File: config.mk
export PLATFORM = sky130hd
export DESIGN_NAME = magnitude_compare
export DESIGN_NICKNAME = d
export VERILOG_FILES = /design/src/rtl/magnitude_compare.sv
export SDC_FILE = /design/constraint.sdc
export NUM_CORES = 1
export LEC_CHECK = 0
export ABC_AREA = 1
export CORE_AREA = 3 3 40 42
export DETAILED_ROUTE_END_ITERATION = 8
export DIE_AREA = 0 0 43 45
export PLACE_DENSITY = 0.45
export SETUP_SLACK_MARGIN = 0.2
export SLEW_MARGIN = 20
export SYNTH_ARGS = -nofsm -noshare
export SYNTH_HDL_FRONTEND = slang
export SYNTH_SLANG_ARGS = --single-unit
File: constraint.sdc
create_clock -name clk -period 2.95 [get_ports clk]
set_clock_uncertainty 0.1 [all_clocks]
set_input_delay 0.885 -clock clk [delete_from_list [all_inputs] [get_ports clk]]
set_output_delay 0.885 -clock clk [all_outputs]
set_load 0.005 [all_outputs]
File: src/rtl/magnitude_compare.sv
// Registered unsigned magnitude comparator producing the {valid, gt, eq, lt, ne}
// status word for the display decoder, with one cycle of latency.
module magnitude_compare #(
   parameter int WIDTH = 4
) (
   input  logic             clk,
   input  logic             rst,
   input  logic             EN,
   input  logic [WIDTH-1:0] a,
   input  logic [WIDTH-1:0] b,
   output logic [4:0]       result
);

   // Flag order {gt, eq, lt, ne}; ne is derived from gt|lt so the two can never disagree.
   function automatic logic [3:0] compare_flags(input logic [WIDTH-1:0] op_a,
                                                input logic [WIDTH-1:0] op_b);
      logic gt;
      logic eq;
      logic lt;
      gt = (op_a > op_b);
      eq = (op_a == op_b);
      lt = (op_a < op_b);
      return {gt, eq, lt, gt | lt};
   endfunction

   logic [3:0] flags_p0;
   logic [3:0] flags_p1;
   logic       vld_p1;

   always_comb begin
      flags_p0 = compare_flags(a, b);
   end

   // p0 -> p1: flags are blanked together with valid so a disabled cycle reads as all zero.
   always_ff @(posedge clk) begin
      if (rst) begin
         vld_p1   <= 1'b0;
         flags_p1 <= 4'b0000;
      end else begin
         vld_p1   <= EN;
         flags_p1 <= EN ? flags_p0 : 4'b0000;
      end
   end

   assign result = {vld_p1, flags_p1};

endmodule

**Word-level counts from Yosys, hierarchy flattened**

Index checks and enable logic that the tools add are counted.

- RAM bits: 0
- ROM bits: 0
- Flip-flop bits (word level): 5
- Memories kept: 0
- Logic and storage cells: 8
- Input port bits: 11
- Bits in latches: 0

- Equal/unequal tests: 1
- Div/mod/pow operators: 0
- $add $sub $neg: 0
- Reduce and logical (&&, ||, !) cells: 1
- Bitwise logic cells: 2
- Multiply operators: 0
- $lt $le $gt $ge: 2
- Shift operators: 0
- Multiplexer cells: 0

Operators with widths:

| cell | number |
|---|---|
| 4-bit == test | 1 |
| 4-bit greater-than comparator | 1 |
| 4-bit less-than comparator | 1 |
| 2-bit OR reduction | 1 |
| 1-bit inverter | 1 |
| 1-bit bitwise OR | 1 |

**Logic depth before layout (Yosys ltp)**

- Word-level depth: 2
- Depth in mapped cells: 8

**Least setup slack after synthesis**

Ideal clock, no wire load.

- Path type: input port to flip-flop
- Start: in b[3]
- End: reg flags_p1[0]
- Data arrival time: 1486 ps
- Data required time: 2735 ps
- Path buffers: 0
- Path slack: 1249 ps
- Stages on the path: 7
- Cells stage by stage: inv_1 > ha_1 > nand2_2 > inv_1 > nand2_1 > nand3_1 > nand2_1

- Cells in the longest elaborated chain, start to end: 2
- Elaborated cells between the ends (all ways): 3

RTL lines:

| what | RTL line | RTL |
|---|---|---|
| from (decl) | 10 | `input logic [WIDTH-1:0] b,` |
| 4-bit greater-than comparator or 4-bit less-than comparator (tied branches) | 20, 22 |  |
| 1-bit bitwise OR * | 23 | `return {gt, eq, lt, gt \| lt};` |
| to (signal assigned) | 41 | `flags_p1 <= EN ? flags_p0 : 4'b0000;` |
| to (decl) | 27 | `logic [3:0] flags_p1;` |

Mark *: on every way between the ends. The rest lies on a longest branch, timed or not.
A chain may end at the register's enable or synchronous reset.

**Worst setup path after layout**

- Start: reg flags_p1[3]
- End: out result[3]

RTL lines:

| what | RTL line | RTL |
|---|---|---|
| to (decl) | 11 | `output logic [4:0] result` |

No word-level cell between the ends.

==> summary.txt <==
Status - completed
Min-delay worst type - in2reg
Die Wd - 43 um
Fin Hold WS - 1.164 ns
Seq/Total Area, Yosys - 0.3791
1st-iter DRT viols - 0
Post-synth net total - 46
RSZ-0062 raised after global routing - no
Number of global-route vias before repair - 218
CTS Buffer Depth - 2
DR WL/cell - 7.641 um
Crit-path max FO - 1
Mapped cell area - 264.0 um2
Place WS - 0.7260 ns
Max_slew headroom - 0.8727
Worst vdd ir - 0.00009576 V
Yosys cell types - 11
Ant diodes - 0
Vias per cell - 3.797
CP arrival - 1.02 ns
Final setup vio count - 0
Footprint of the multi-input gates - 122.6 um2
I/O Buffers - 15
Critical path's slowest cell - clkdlybuf4s50_1
FILL cells - 140
Post-CTS sizing - 0
Final TNS setup - 0 ns
Gp weighted congestion - 0.5691
Final ANT Viol Nets - 0
Fin crit share - 0.6809
Area Growth Syn to Fin - 71.09%
Critical Path End Type - output pin
Leak pwr - 0.2201 nW
Core area - 1285 um2
CTS tree - done
Peak Freq - 497.8 MHz
GRT Residual Overflow - 0
Layout cell share with drive strength beyond 1 - 0.1429
Fin crit period - 2.009 ns
Initial DRT Pass Iterations - 1
Register Area - 100.1 um2
Kind of critical path - reg2out
Clk sinks - 5
Critical Path Start Type - flop
Worst Slack Setup Final - 0.9413 ns
Initial antenna violation count - 0
Ys Warns - 0
Family with the most delay on the worst path - buffers and inverters
Final net count - 65
Final Power - 190.5 uW
CP required - 1.97 ns
DRC Markers - 0
CP Cell Sequence - clkdlybuf4s50_1
Cell count after synthesis - 31
CTS clk-pin slew, worst paths - 0.04 ns
Htree depth - 1
Hold Violations, Final - 0
Pin count of the biggest net entering global routing - 4
Routed WL - 489 um
CTS Hold Buffers Added - 0
First-pass GRT wire length - 738 um
PwrDens - 421.8 nW/um2
Mean post-synth cell area - 8.516 um2
WP buf/inv - 1
CP peak stage delay - 0.49 ns
Num ports - 16
Least-Margin Pin Slew - 0.1893 ns
Clk root buf - clkbuf_4
FP Rows - 13
Initial core utilization - 0.2055
Post-CTS Setup Bufs - 0
CTS buffer count - 3
Synthesis-stage register bit count - 5
Routed via count - 243
Die Y - 45 um
Max-slew violation count - 0
GRT Overall Usage - 0.05927
Max-cap violation count - 0
Die Area - 1935 um2
==> per-layer routing <==
metal	global-route usage	wire length, um
met1	0.03883	169
met2	0.1018	261
met3	0.02390	50
met4	0.09036	7
met5	0	0
==> cell usage after synthesis, drive strengths merged <==
library cell  n  area, um2
a21oi         2      10.01
buf           1      7.510
dfxtp         5      100.1
ha            4      50.05
inv           9      33.78
nand2         6      25.03
nand3         1      5.000
nor2          1      11.26
nor4          1      12.51
o21ai         1      8.760
==> through the flow <==
| step | util | instance area, um2 | std cells |
|---|---|---|---|
| floorplan | - | 264.0 | 31 |
| global placement | 0.3311 | 425.4 | 60 |
| detailed placement | 0.3311 | 425.4 | 60 |
| CTS | 0.3515 | 451.7 | 64 |
| global route | 0.3515 | 451.7 | 64 |
| finish | 0.3515 | 451.7 | 64 |
==> where the power goes <==
part | switching, mW | internal [mW] | total (mW)
sequential | 0.000870 | 0.0719 | 0.0728
combinational | 0.0164 | 0.0256 | 0.0421
clock | 0.0248 | 0.0509 | 0.0757
==> cells in the final DEF, fill, tap and decap left out, types with 2 or more instances in the layout <==
cell             instances
a21oi_1                  2
clkbuf_4                 3
clkdlybuf4s50_1         15
dfxtp_1                  5
ha_1                     4
inv_1                    9
nand2_1                  5
==> cell type report <==
| cell class | instances | share of cell area |
|---|---|---|
| Tap cell | 15 | 0.04155 |
| Timing Repair Buffer | 15 | 0.3324 |
| Multi-Input combinational cell | 16 | 0.2715 |
| Inverter | 9 | 0.07479 |
| Sequential cell | 5 | 0.2216 |
| Clock buffer | 4 | 0.05817 |
==> cells by family after synthesis <==
group | count (synthesis) | synth area share
buf+inv | 10 | 0.1564
simple gates | 9 | 0.2038
flops | 5 | 0.3792
fa+ha+maj | 4 | 0.1896
compound gates | 3 | 0.07110
==> worst paths after layout <==
path / start / end / slack [ns] / depth (start not counted)
max: flags_p1[3]$_SDFF_PP0_ / result[3] / 0.94 / 1
min: EN / vld_p1$_SDFF_PP0_ / 1.16 / 3
==> sequential cells by signal, indices dropped and copies added (netlist names) <==
signal and count:
flags_p1 4, vld_p1 1
Power figures use the tool's default switching activity.
